File: src/rtl/cpu_ram_addr_gen_if.sv
// Request and address-beat bundle for the CPU-side RAM burst address generator.
// The master issues bursts and accepts beats; the generator is the slave.
interface cpu_ram_addr_gen_if #(
  parameter int TOTAL_BITS = 16,
  parameter int LEN_BITS   = 8
);
  logic                  req_valid;
  logic                  req_ready;
  logic [TOTAL_BITS-1:0] req_base;
  logic [TOTAL_BITS-1:0] req_stride;
  logic [LEN_BITS-1:0]   req_len;
  logic                  req_write;
  logic                  addr_valid;
  logic                  addr_ready;
  logic [TOTAL_BITS-1:0] addr;
  logic                  write;
  logic                  last;
  logic                  done;
  logic                  busy;

  modport master (
    output req_valid, req_base, req_stride, req_len, req_write, addr_ready,
    input  req_ready, addr_valid, addr, write, last, done, busy
  );

  modport slave (
    input  req_valid, req_base, req_stride, req_len, req_write, addr_ready,
    output req_ready, addr_valid, addr, write, last, done, busy
  );
endinterface

File: src/rtl/cpu_ram_addr_gen.sv
// Burst address generator: takes one base/stride/length request at a time and
// emits one global word address per beat on a valid/ready stream.
module cpu_ram_addr_gen #(
  parameter int TOTAL_BITS = 16,
  parameter int LEN_BITS   = 8
) (
  input logic               clk,
  input logic               reset,
  cpu_ram_addr_gen_if.slave bus
);

  typedef enum logic {IDLE = 1'b0, RUN = 1'b1} state_t;

  state_t                state;
  state_t                state_next;
  logic [TOTAL_BITS-1:0] addr;
  logic [TOTAL_BITS-1:0] stride;
  logic [LEN_BITS-1:0]   remaining;
  logic                  addr_valid;
  logic                  write;
  logic                  last;
  logic                  done;
  logic                  req_ready;
  logic                  busy;
  logic                  req_take;
  logic                  beat_take;
  logic                  final_beat;

  // Address advance wraps silently past all-ones.
  function automatic logic [TOTAL_BITS-1:0] wrap_add(
    input logic [TOTAL_BITS-1:0] a,
    input logic [TOTAL_BITS-1:0] b
  );
    return a + b;
  endfunction

  assign req_take   = bus.req_valid && req_ready;
  assign beat_take  = addr_valid && bus.addr_ready;
  assign final_beat = (remaining == LEN_BITS'(1));

  always_ff @(posedge clk) begin
    if (reset) state <= IDLE;
    else       state <= state_next;
  end

  always_comb begin
    state_next = state;
    unique case (state)
      IDLE:    if (req_take && (bus.req_len != '0)) state_next = RUN;
      RUN:     if (beat_take && final_beat)          state_next = IDLE;
      default: state_next = IDLE;
    endcase
  end

  // Ready and busy come straight from the state register, so they are registered.
  always_comb begin
    req_ready = 1'b0;
    busy      = 1'b0;
    unique case (state)
      IDLE:    req_ready = 1'b1;
      RUN:     busy      = 1'b1;
      default: req_ready = 1'b0;
    endcase
  end

  always_ff @(posedge clk) begin
    if (reset) begin
      addr       <= '0;
      stride     <= '0;
      remaining  <= '0;
      addr_valid <= 1'b0;
      write      <= 1'b0;
      last       <= 1'b0;
      done       <= 1'b0;
    end else begin
      done <= 1'b0;
      if (req_take) begin
        if (bus.req_len != '0) begin
          addr       <= bus.req_base;
          stride     <= bus.req_stride;
          write      <= bus.req_write;
          remaining  <= bus.req_len;
          addr_valid <= 1'b1;
          last       <= (bus.req_len == LEN_BITS'(1));
        end else begin
          done <= 1'b1;
        end
      end else if (beat_take) begin
        if (final_beat) begin
          addr_valid <= 1'b0;
          last       <= 1'b0;
          done       <= 1'b1;
        end else begin
          addr      <= wrap_add(addr, stride);
          remaining <= remaining - LEN_BITS'(1);
          last      <= (remaining == LEN_BITS'(2));
        end
      end
    end
  end

  assign bus.req_ready  = req_ready;
  assign bus.busy       = busy;
  assign bus.addr_valid = addr_valid;
  assign bus.addr       = addr;
  assign bus.write      = write;
  assign bus.last       = last;
  assign bus.done       = done;

endmodule

File: src/flat_wrapper.sv
// flat-port wrapper written by rule: the top's interface ports become plain ports
module cpu_ram_addr_gen_flat 
#(
  parameter int TOTAL_BITS = 16,
  parameter int LEN_BITS   = 8
)
  (clk, reset, bus_req_valid, bus_req_base, bus_req_stride, bus_req_len, bus_req_write, bus_addr_ready, bus_req_ready, bus_addr_valid, bus_addr, bus_write, bus_last, bus_done, bus_busy);
  cpu_ram_addr_gen_if #(.TOTAL_BITS(TOTAL_BITS), .LEN_BITS(LEN_BITS)) bus_i ();
  input logic clk;
  input logic reset;
  input wire logic [$bits(bus_i.req_valid)-1:0] bus_req_valid;
  input wire logic [$bits(bus_i.req_base)-1:0] bus_req_base;
  input wire logic [$bits(bus_i.req_stride)-1:0] bus_req_stride;
  input wire logic [$bits(bus_i.req_len)-1:0] bus_req_len;
  input wire logic [$bits(bus_i.req_write)-1:0] bus_req_write;
  input wire logic [$bits(bus_i.addr_ready)-1:0] bus_addr_ready;
  output wire logic [$bits(bus_i.req_ready)-1:0] bus_req_ready;
  output wire logic [$bits(bus_i.addr_valid)-1:0] bus_addr_valid;
  output wire logic [$bits(bus_i.addr)-1:0] bus_addr;
  output wire logic [$bits(bus_i.write)-1:0] bus_write;
  output wire logic [$bits(bus_i.last)-1:0] bus_last;
  output wire logic [$bits(bus_i.done)-1:0] bus_done;
  output wire logic [$bits(bus_i.busy)-1:0] bus_busy;
  assign bus_i.req_valid = bus_req_valid;
  assign bus_i.req_base = bus_req_base;
  assign bus_i.req_stride = bus_req_stride;
  assign bus_i.req_len = bus_req_len;
  assign bus_i.req_write = bus_req_write;
  assign bus_i.addr_ready = bus_addr_ready;
  assign bus_req_ready = bus_i.req_ready;
  assign bus_addr_valid = bus_i.addr_valid;
  assign bus_addr = bus_i.addr;
  assign bus_write = bus_i.write;
  assign bus_last = bus_i.last;
  assign bus_done = bus_i.done;
  assign bus_busy = bus_i.busy;
  cpu_ram_addr_gen #(.TOTAL_BITS(TOTAL_BITS), .LEN_BITS(LEN_BITS)) u_core (.clk(clk), .reset(reset), .bus(bus_i));
endmodule
File: config.mk
export PLATFORM = sky130hd
export DESIGN_NAME = cpu_ram_addr_gen_flat
export DESIGN_NICKNAME = d
export VERILOG_FILES = /design/src/rtl/cpu_ram_addr_gen_if.sv /design/src/rtl/cpu_ram_addr_gen.sv /design/src/flat_wrapper.sv
export SDC_FILE = /design/constraint.sdc
export NUM_CORES = 1
export LEC_CHECK = 0
export CORE_ASPECT_RATIO = 1.1
export CORE_MARGIN = 2
export CORE_UTILIZATION = 35
export DETAILED_ROUTE_END_ITERATION = 7
export HOLD_SLACK_MARGIN = 0.05
export REMOVE_ABC_BUFFERS = 1
export SLEW_MARGIN = 30
export SYNTH_ARGS = -nofsm -noshare
export SYNTH_HDL_FRONTEND = slang
export SYNTH_SLANG_ARGS = --single-unit
File: constraint.sdc
create_clock -name clk -period 3 [get_ports clk]
set_input_delay 0.3 -clock clk [delete_from_list [all_inputs] [get_ports clk]]
set_output_delay 0.3 -clock clk [all_outputs]
set_load 0.005 [all_outputs]
**Word-level counts from Yosys, hierarchy flattened**

Cells that the tools add are included.

- Bits in registers: 45
- Output and inout port bits: 22
- Logic and storage cells: 52

- Add/subtract/negate cells: 2
- Eq/ne operators: 5
- Mux-type cells: 25
- Bitwise gates (word level): 1
- Reductions and logical operators: 11

Operators by type and width:

| kind | count |
|---|---|
| $mux W16 | 4 |
| $mux W8 | 4 |
| $add A16 B16 Y16 | 1 |
| $eq A8 B1 Y1 const B | 2 |
| $mux W1 | 16 |
| $eq A8 B2 Y1 const B | 1 |
| $reduce_bool A8 Y1 | 1 |
| $sub A8 B1 Y8 const B | 1 |
| $reduce_and A3 Y1 | 2 |
| $logic_and A1 B1 Y1 | 4 |
| $reduce_and A2 Y1 | 2 |
| $reduce_bool A2 Y1 | 2 |
| $ne A2 B1 Y1 const B | 1 |
| $ne A2 B2 Y1 const B | 1 |
| $pmux W1 S2 | 1 |
| $not A1 Y1 | 1 |

**Depth between registers and ports, before layout**

- Depth after elaboration: 5
- Depth in mapped cells: 10
- Depth with buffers taken out: 9

**Worst setup path after synthesis**

OpenSTA, ideal clock, no wires.

- Kind: register to register
- From: register u_core.addr[0] (netlist: u_core.bus.addr[0])
- To: register u_core.addr[14] (netlist: u_core.bus.addr[14])
- Arrival: 2.097 ns
- Path slack: 0.791 ns
- Cell stages (with the launch flop): 10
- Buffers on the path: 0
- Path through: dfxtp_1 > ha_1 > fa_1 > a21o_1 > a21oi_1 > o21ai_1 > nand3b_1 > a31oi_1 > mux2i_1 > a2111oi_1

- Word-level cells in the longest chain between the ends: 4

Ends and longest elaborated chain:

| item | line | text |
|---|---|---|
| from (decl) | cpu_ram_addr_gen.sv:16 | `logic [TOTAL_BITS-1:0] addr;` |
| from (signal assigned) | cpu_ram_addr_gen.sv:79 | `addr <= bus.req_base;` |
| from (signal assigned) | cpu_ram_addr_gen.sv:94 | `addr <= wrap_add(addr, stride);` |
| $add A16 B16 Y16 | cpu_ram_addr_gen.sv:34 | `return a + b;` |
| $mux W16 | cpu_ram_addr_gen.sv:89 | `if (final_beat) begin` |
| $mux W16 | cpu_ram_addr_gen.sv:88 | `end else if (beat_take) begin` |
| $mux W16 | cpu_ram_addr_gen.sv:77 | `if (req_take) begin` |

No other way between the ends. The select of a mux whose other input is x is not followed.
A chain may end at the register's enable or synchronous reset.

**Worst setup path after layout**

Same ends and word-level chain as after synthesis.

==> flow_metrics.py <==
metrics = {
    "layout": {
        "insertedDiodeCount": 0,
        "drive_above_1_share_pct": 10.5,
        "final_nets": 482,
        "n_fill_cell": 799,
        "area_growth_syn_to_layout_pct": 30.7,
        "fin_area_um2": 3680,
    },
    "global_routing": {
        "grt_util_all_layers_pct": 17.5,
        "gr-total-overflow": 0,
        "grt_max_degree": 46,
        "antenna_found_initial": 0,
        "grt_pass1_vias": 2649,
        "grt_pass1_wl_um": 12300,
    },
    "detailed_routing": {
        "vias_per_cell": 5.18,
        "drtIter0Drc": 136,
        "ant_nets": 0,
        "first_pass_iters": 4,
        "num_vias": 2732,
        "routed_wirelength_um": 7390,
        "routedWlPerCell_um": 14.0,
        "drcViolationCount": 0,
    },
    "clock_tree": {
        "clock-sinks": 45,
        "path_clk_slew_ps": 90,
        "ctsLongestPathBuffers": 2,
        "cts.repair.resized": 0,
        "cts_hold_buf": 0,
        "post-cts-setup-buffer-count": 0,
        "cts_tree": "yes",
        "cts_root_buf": "clkbuf_8",
        "tritoncts.num_buffers": 5,
        "cts.htree.levels": 2,
        "clkLatencyLatePin_ps": 310,
    },
    "worst_hold_path": {
        "worstHoldEndpoint": "u_core.stride[9]",
        "worstHoldStart": "u_core.stride[9]",
        "whs_path_depth": 2,
        "hp-class": "flip-flop to flip-flop",
    },
    "timing": {
        "min_period_ps": 2490,
        "setup_viol": 0,
        "max-slew-margin-rel_pct": 60.1,
        "setup_tns_ps": 0,
        "clock_skew_ps": 7.31,
        "final.setup.worst_slack_ps": 515,
        "max_freq_mhz": 402,
        "hold_violations": 0,
        "rsz0062_at_grt": "no",
        "finalCritPeriodShare_pct": 82.8,
        "final_max_slew_viol_count": 0,
        "worst_slew_pin_slew_ps": 598,
    },
    "floorplan": {
        "rows": 34,
        "start_util_pct": 35.8,
        "design.die.area_um2": 8780,
        "die-width_um": 89.5,
        "core_area_um2": 7870,
        "boundaryPins": 67,
        "die_h_um": 98.1,
    },
    "logic_synthesis": {
        "async_reset_ff_share_pct": 0,
        "syn_area_per_cell_um2": 7.91,
        "synth_top_area_share_pct": 32.0,
        "synth_top_family_by_area": "compound AO/OA/AOI/OAI gates",
        "synth_xor_xnor_area_share_pct": 3.42,
        "synth_fa_ha_area_share_pct": 8.71,
        "yosysSeqAreaShare_pct": 32.0,
        "synth_most_common_cell": "nand2_1",
        "synth_warnings": 0,
        "synthMuxAreaShare_pct": 0.356,
        "syn_area_um2": 2820,
        "synthDistinctLibCells": 51,
        "yosys.area.top_type": "dfxtp_1",
        "synth_common_cells": "66 x nand2_1, 45 x a21oi_1, 45 x dfxtp_1",
        "synth_edf_count": 0,
        "synth-simple-area-share_pct": 23.7,
        "ys.flop_type": "dfxtp_1",
        "syn-instance-count": 356,
        "synth-seq-cells": 45,
        "synth.area.top_cells": "dfxtp_1 32%, nand2_1 8.8%, a21oi_1 8.0%",
        "synth_compound_area_share_pct": 27.8,
    },
    "critical_path": {
        "worstPathRequired_ps": 3190,
        "cp_data_arrival_time_ps": 2680,
        "crit_fanout": 3,
        "rr_startpoint": "u_core.bus.addr[0]",
        "rr_endpoint": "u_core.bus.addr[14]",
        "r2r_slack_ps": 510,
        "r2r.worst_path.cells": 9,
        "start_kind": "flip-flop",
        "end_kind": "flip-flop",
        "worstSetupPathType": "flip-flop to flip-flop",
    },
    "placement": {
        "io_buffers": 66,
        "place_area_um2": 3580,
        "pre_cts_slack_ps": 448,
        "place.gp.congestion": 0.829,
        "hpwl_um": 5370,
    },
    "run_status": {
        "status": "completed",
    },
    "run": {
        "drv_cap": 0,
    },
    "power_and_ir_drop": {
        "power.leakage_uw": 0.00142,
        "p_total_uw": 1660,
        "cellPowerDensity_nw_per_um2": 451,
        "ir_drop_mv": 0.206,
    },
}
-- per-layer routing --
layer | part of all wire, % | vias to the layer above | global-route usage [%] | wire, um
li1 | - | 1398 | - | -
met1 | 45 | 1252 | 22.2 | 3310
met2 | 47 | 75 | 30.3 | 3500
met3 | 6.9 | 7 | 3.55 | 507
met4 | 0.95 | 0 | 3.79 | 70
met5 | 0 | - | 0 | 0
-- report_power, final --
group / internal (uW) / total, uW / leakage, uW / switching, uW
combinational: 258 / 536 / 0.000993 / 278
sequential: 651 / 695 / 0.000371 / 43.8
clock: 209 / 428 / 0.0000542 / 219
total: 1120 / 1660 / 0.00142 / 541
-- placed cells by master, fill, tap and decap left out, types with 6 or more instances in the layout --
cell / n
dfxtp_1: 45
clkdlybuf4s50_1: 65
inv_1: 7
nand2_1: 66
o21ai_0: 18
a311oi_2: 6
a211oi_2: 7
nor2_1: 33
a21oi_1: 45
nor3_1: 13
buf_4: 8
clkbuf_8: 7
ha_1: 18
xnor2_1: 9
-- area by class of cell --
type | count | area [um^2] | share of cell area, %
multi-input cells | 286 | 1800 | 49.0
clock buffers | 7 | 96.3 | 2.62
flip-flops and latches | 45 | 901 | 24.5
inverters | 7 | 26.3 | 0.714
well taps | 108 | 135 | 3.67
clock inverters | 1 | 5.00 | 0.136
repair buffers | 73 | 711 | 19.3
-- state kept, by name, summed over array words and instances, names as in the netlist --
signal,count
u_core.bus.write,1
u_core.remaining,8
u_core.bus.addr,16
u_core.bus.addr_valid,1
u_core.stride,16
u_core.bus.done,1
u_core.bus.last,1
u_core.state,1
-- cells by family after synthesis --
kind of cell	after synthesis
adders and majority gates	19
AOI/OAI and AO/OA	110
xor gates and xnor gates	11
DFF	45
buffers and inverters	25
and+or+nand+nor	145
muxes	1
-- worst max-delay path, cell delays in order (launching register included) --
cell       delay [ps]
dfxtp_1           330
ha_1              230
fa_1              410
a21o_1            200
a21oi_1           270
o21ai_1           150
nand3b_1          130
a31oi_1           110
mux2i_1           140
a2111oi_1         390
-- through the flow --
step / utilization (%) / cells / hold WS (ps)
6_report: 46.7 / 527 / 463
5_1_grt: 46.7 / 527 / 481
4_1_cts: 46.7 / 527 / 466
3_5_place_dp: 45.5 / 519 / 453
3_3_place_gp: 45.4 / 519 / 445
2_1_floorplan: - / 338 / 365
-- worst max-delay path by stage --
stage | from | endpoint | slack (ps) | cells after the start
2_1_floorplan | u_core.state | u_core.remaining[0] | -540 | 5
3_3_place_gp | bus_req_len[3] | u_core.bus.addr[12] | 470 | 8
3_5_place_dp | bus_req_len[3] | u_core.bus.addr[12] | 450 | 8
4_1_cts | u_core.bus.addr[0] | u_core.bus.addr[14] | 520 | 9
5_1_grt | u_core.bus.addr[0] | u_core.bus.addr[14] | 300 | 9
6_report | u_core.bus.addr[0] | u_core.bus.addr[14] | 510 | 9
Power figures use the tool's default switching activity.
==> variant 1: new RTL, config.mk and constraints unchanged <==
`LEN_BITS` is set to 8 in 3 places; all go to 16.
--- a/src/rtl/cpu_ram_addr_gen_if.sv
+++ b/src/rtl/cpu_ram_addr_gen_if.sv
@@ -4,3 +4,3 @@
   parameter int TOTAL_BITS = 16,
-  parameter int LEN_BITS   = 8
+  parameter int LEN_BITS   = 16
 );
--- a/src/rtl/cpu_ram_addr_gen.sv
+++ b/src/rtl/cpu_ram_addr_gen.sv
@@ -4,3 +4,3 @@
   parameter int TOTAL_BITS = 16,
-  parameter int LEN_BITS   = 8
+  parameter int LEN_BITS   = 16
 ) (
--- a/src/flat_wrapper.sv
+++ b/src/flat_wrapper.sv
@@ -4,3 +4,3 @@
   parameter int TOTAL_BITS = 16,
-  parameter int LEN_BITS   = 8
+  parameter int LEN_BITS   = 16
 )
Ports: changed (resized bus_req_len); port bits go from 67 to 75. The function was not compared with the original's and may differ.
==> variant 1 against the unedited design <==
  * Routed wire length up 27%
  * Core utilization rose by 0.23 points
  * Final area increased by 14%
  * Highest routed layer unchanged
  * Setup slack worse by 85 ps
  * Sequential cell count is 8 higher
  * First-iteration DRC count rose by 0.74%
  * Largest cell class unchanged
  * Synthesized area increased by 14%
  * Worst hold slack better by 0.82 ps
  * Synthesized cell count is 19% higher
  * Total power increased by 19%
==> variant 1: results (changes against the unedited design) <==
| Metric | Value |
|---|---|
| Via count | 3305 (+21%) |
| M1 WL | 4450 um (+34%) |
| Status | finished, final reports clean |
| Biggest regs | u_core.bus.addr: 16 flops, u_core.remaining: 16 flops, u_core.stride: 16 flops |
| Post-DR wirelength/cell | 15.6 um (+11%) |
| RR Startpoint | u_core.remaining[4] |
| Clk buf depth | 2 (unchanged) |
| Crit Path Max Fanout | 13 (+10) |
| N_diodes | 0 (unchanged) |
| Starting DRT DRC Count | 137 (+0.74%) |
| Hold worst-path end | u_core.stride[4] |
| Clk_lat worst skew | 310 ps (about the same) |
| Hold Worst Slack | 464 ps (+0.821 ps) |
| Worst Path Arrival | 2750 ps (+70 ps) |
| Met3 WL post-DR | 446 um (-12%) |
| Leakage | 1.55 nW (+9.2%) |
| Synth Flop Type | dfxtp_1 |
| First-pass GRT wire length | 15200 um (+23%) |
| Ys async rst share | 0 (unchanged) |
| Hold_sp | u_core.stride[4] |
| Clock Skews | 8.65 ps (+1.35 ps) |
| Reg2Reg Depth | 7 (-2) |
| Sequential share of the synthesized area | 0.330 (+0.00983) |
| Share of post-route cells with drive strength above 1 | 0.0592 (-0.0458) |
| CTS tree | built |
| Number of global-route vias before repair | 3078 (+16%) |
| Gr usage total | 0.189 (+0.0137) |
| Largest net degree at the start of global routing | 47 (+2.2%) |
| Synth cell types | 60 (+18%) |
| Psw | 0.000637 W (+18%) |
| RR Endpoint | u_core.remaining[12] |
| Dominant cells by area after synthesis | dfxtp_1 (33%), nand2_1 (9.3%), a21oi_1 (9.0%) |
| Post-CTS Setup Repair Bufs | 0 (unchanged) |
| Nets | 561 (+16%) |
| Worst R2R Setup Slack | 430 ps (-90 ps) |
| DPL Wire Length | 6750 um (+26%) |
| Highest routed layer | met4 |
| Synth cell count leaders | nand2_1 (80), a21oi_1 (58), dfxtp_1 (53), nor2_1 (35), o21ai_0 (24) |
| GPL Wtd Cong | 0.880 (+6.2%) |
| Met2 WL | 4410 um (+26%) |
| Port buffer count | 74 (+12%) |
| TritonCTS buffer count | 5 (unchanged) |
| Worst-Margin Slew | 828 ps (+229 ps) |
| Maximum vdd ir drop | 0.000215 V (+4.0%) |
## variant 1: cell count changes in the layout (fill, tap and decap cells not counted), moves of 5 or more
cell	unedited run	this run
a211oi_2	7	0
a21oi_1	45	58
clkdlybuf4s50_1	65	73
dfxtp_1	45	53
nand2_1	66	80
nand3_1	3	8
nor4_1	1	7
o21ai_0	18	23
o31ai_1	0	7
## variant 1: metal layers
metal	vias up	global-route usage
met5	-	0
met4	0	0.0367
met3	11	0.0346
met2	84	0.309
met1	1549	0.259
li1	1661	-
## variant 1: worst max-delay path by stage
stage / end / slack, ps / startpoint
floorplan: u_core.remaining[13] / -1460 / u_core.state
global placement: u_core.remaining[12] / 500 / u_core.remaining[4]
detailed placement: u_core.remaining[12] / 440 / u_core.remaining[4]
CTS: u_core.remaining[12] / 420 / u_core.remaining[4]
global route: u_core.remaining[2] / 240 / u_core.remaining[4]
finish: u_core.remaining[12] / 430 / u_core.remaining[4]
## variant 1: layout make-up
class	instances	area, sq um
clock inverters	1	30.0
fillers	927	4730
inverters	9	33.8
well taps	114	143
multi-input cells	337	2020
repair buffers	83	816
clock buffers	7	86.3
flip-flops and latches	53	1060
## variant 1: critical path: stages (launching register included)
cell and delay (ps):
dfxtp_1 370, or4_1 720, nor4_4 410, or2b_1 430, nand2_2 100, buf_4 190
a22oi_1 170, nor2_1 60
## variant 1: power groups by stage
| stage | Combinational, W | Sequential, W | Clock [W] |
|---|---|---|---|
| after global routing | 0.000690 | 0.000838 | 0.000556 |
| after floorplan | 0.000367 | 0.000827 | 0 |
| after CTS | 0.000622 | 0.000828 | 0.000527 |
| after detailed placement | 0.000619 | 0.000843 | 0 |
| after global placement | 0.000613 | 0.000842 | 0 |
| final | 0.000622 | 0.000829 | 0.000515 |
## variant 1: cell families (layout without fill, tap and decap cells)
group | count (synthesis) | after routing | synth area share
simple gates | 168 | 168 | 0.243
xor+xnor | 11 | 11 | 0.0300
buf+inv | 35 | 100 | 0.0447
fa+ha+maj | 19 | 19 | 0.0762
flops | 53 | 53 | 0.330
mux | 1 | 1 | 0.00311
compound gates | 138 | 138 | 0.273
## variant 1: stage by stage
stage               total power (W)   util  std cells  area (sq um)  setup slack [ps]
finish                      0.00197  0.470        604          4190               430
global route                0.00208  0.470        604          4190               239
CTS                         0.00198  0.470        604          4190               424
detailed placement          0.00146  0.457        596          4070               445
global placement            0.00146  0.457        596          4070               503
floorplan                   0.00119      -        399          3110             -1460
==> variant 2: new RTL, config.mk and constraints unchanged <==
Made on the original files. Make the reset (`reset`) asynchronous in 2 clocked blocks.
--- a/src/rtl/cpu_ram_addr_gen.sv
+++ b/src/rtl/cpu_ram_addr_gen.sv
@@ -40,3 +40,3 @@
 
-  always_ff @(posedge clk) begin
+  always_ff @(posedge clk or posedge reset) begin
     if (reset) state <= IDLE;
@@ -65,3 +65,3 @@
 
-  always_ff @(posedge clk) begin
+  always_ff @(posedge clk or posedge reset) begin
     if (reset) begin
Behaviour: differs if reset is asserted again (counterexample within 4 cycles, from zero or initial values and one cycle with reset high); with reset held inactive, the same outputs for 4 cycles.
==> variant 2 against the unedited design <==
  * Synthesized cell count fell by 12%
  * Core utilization grew 0.70 points
  * Sequential cell count did not move
  * Synthesized area up 1.7%
  * Routed wire length down 0.37%
  * Via count decreased by 6.3%
  * Maximum frequency grew 2.5%
  * Sequential share of layout area grew 5.5 points
  * Setup slack improved by 60 ps
  * Final area rose by 2.0%
  * Global-route usage shrank 0.83 points
  * Critical path type unchanged
  * Critical endpoint is now u_core.bus.addr[12]
  * Largest cell class unchanged
Power is not compared: it rests on default switching activity, and its combinational part moved more than twofold at a synthesized area within 25%.
==> variant 2: results (changes against the unedited design) <==
| Metric | Value |
|---|---|
| Status | finished, final reports clean |
| Placed cell area | 3670 sq um (+2.5%) |
| Clock Skews | 9.93 ps (+2.63 ps) |
| Detailed-router iteration count before antenna repair | 4 (unchanged) |
| TritonCTS buffer count | 5 (unchanged) |
| CTS clk-pin slew, worst paths | 90 ps (about the same) |
| Nets | 447 (-7.3%) |
| DPL Wire Length | 5380 um (about the same) |
| Met3 global-route usage | 0.0313 (-0.00416) |
| Number of global-route vias before repair | 2509 (-5.3%) |
| Worst Hold Class | input pin to async pin |
| Crit Path Max Fanout | 3 (unchanged) |
| Dominant cells by area after synthesis | dfrtp_1 (39%), ha_1 (7.9%), mux2_2 (7.1%) |
| Largest net degree at the start of global routing | 38 (-17%) |
| Sequential share of the synthesized area | 0.393 (+0.0732) |
| Biggest regs | u_core.bus.addr: 16 flops, u_core.stride: 16 flops, u_core.remaining: 8 flops |
| Htree depth | 2 (unchanged) |
| Post-synth top area share | 0.393 (+0.0732) |
| First-pass GRT wire length | 12100 um (-2.1%) |
| RR Endpoint | u_core.bus.addr[12] |
| Synth cell types | 46 (-9.8%) |
| Via count | 2560 (-6.3%) |
| Worst-Margin Slew | 570 ps (-28.4 ps) |
| Reg2Reg Depth | 8 (-1) |
| Synth cell count leaders | dfrtp_1 (45), a21oi_1 (38), nor2_1 (29), nand2_1 (28) |
| Met1 GRT Util | 0.216 (-0.00658) |
| M2 GR Usage | 0.290 (-0.0122) |
| Clk buf depth | 2 (unchanged) |
| Final worst slack | 574 ps (+59.7 ps) |
| Gr usage total | 0.167 (-0.00834) |
| Crit. Startpoint | u_core.bus.addr[0] |
| Total Wirelength | 7360 um (-0.37%) |
| Maximum vdd ir drop | ~0.00034 V |
| Share of post-route cells with drive strength above 1 | 0.107 (+0.00204) |
| GPL Wtd Cong | 0.937 (+13%) |
| Ys async rst share | 1.00 (+1.00) |
| Starting DRT DRC Count | 80 (-41%) |
| Worst Path Arrival | 2660 ps (-20 ps) |
variant 2: final cells by class:
| cell class | count | area [sq um] |
|---|---|---|
| well taps | 108 | 135 |
| flip-flops and latches | 45 | 1130 |
| inverters | 9 | 35.0 |
| repair buffers | 75 | 728 |
| clock buffers | 7 | 86.3 |
| multi-input cells | 247 | 1640 |
| fillers | 810 | 4160 |
variant 2: metrics by stage:
| step | total power (W) | cells | util | hold WS [ps] |
|---|---|---|---|---|
| final | 0.00444 | 491 | 0.474 | 330 |
| after global routing | 0.00489 | 491 | 0.474 | 382 |
| after CTS | 0.00446 | 491 | 0.474 | 354 |
| after detailed placement | 0.00404 | 484 | 0.463 | 499 |
| after global placement | 0.00401 | 484 | 0.463 | 498 |
| after floorplan | 0.00319 | 301 | - | 448 |
variant 2: cells by family after synthesis:
| family | Yosys count | synth area share |
|---|---|---|
| buffers and inverters | 23 | 0.0341 |
| flip-flops | 45 | 0.393 |
| XOR/XNOR | 9 | 0.0275 |
| AO/OA/AOI/OAI | 95 | 0.210 |
| adder cells (fa/ha/maj) | 19 | 0.0856 |
| AND/OR/NAND/NOR | 104 | 0.172 |
| multiplexers | 20 | 0.0778 |
variant 2: critical path, cell delays in order (launching register included):
cell and delay [ps]:
dfrtp_1 410, ha_1 250, fa_1 420, a21oi_1 280, o21ai_0 160, a31oi_1 310
a31oi_1 160, mux2_2 290, nand3_1 70
variant 2: report_power, final:
group / switching (W) / internal (W)
Sequential: 0.000253 / 0.000918
Combinational: 0.00144 / 0.00142
Clock: 0.000212 / 0.000183
Total: 0.00191 / 0.00253
variant 2: routing by layer:
metal | vias up | share of wire | wire [um]
met5 | - | 0 | 0
met3 | 5 | 0.040 | 292
met1 | 1223 | 0.46 | 3420
li1 | 1276 | - | -
met4 | 0 | 0.0088 | 65
met2 | 56 | 0.49 | 3580
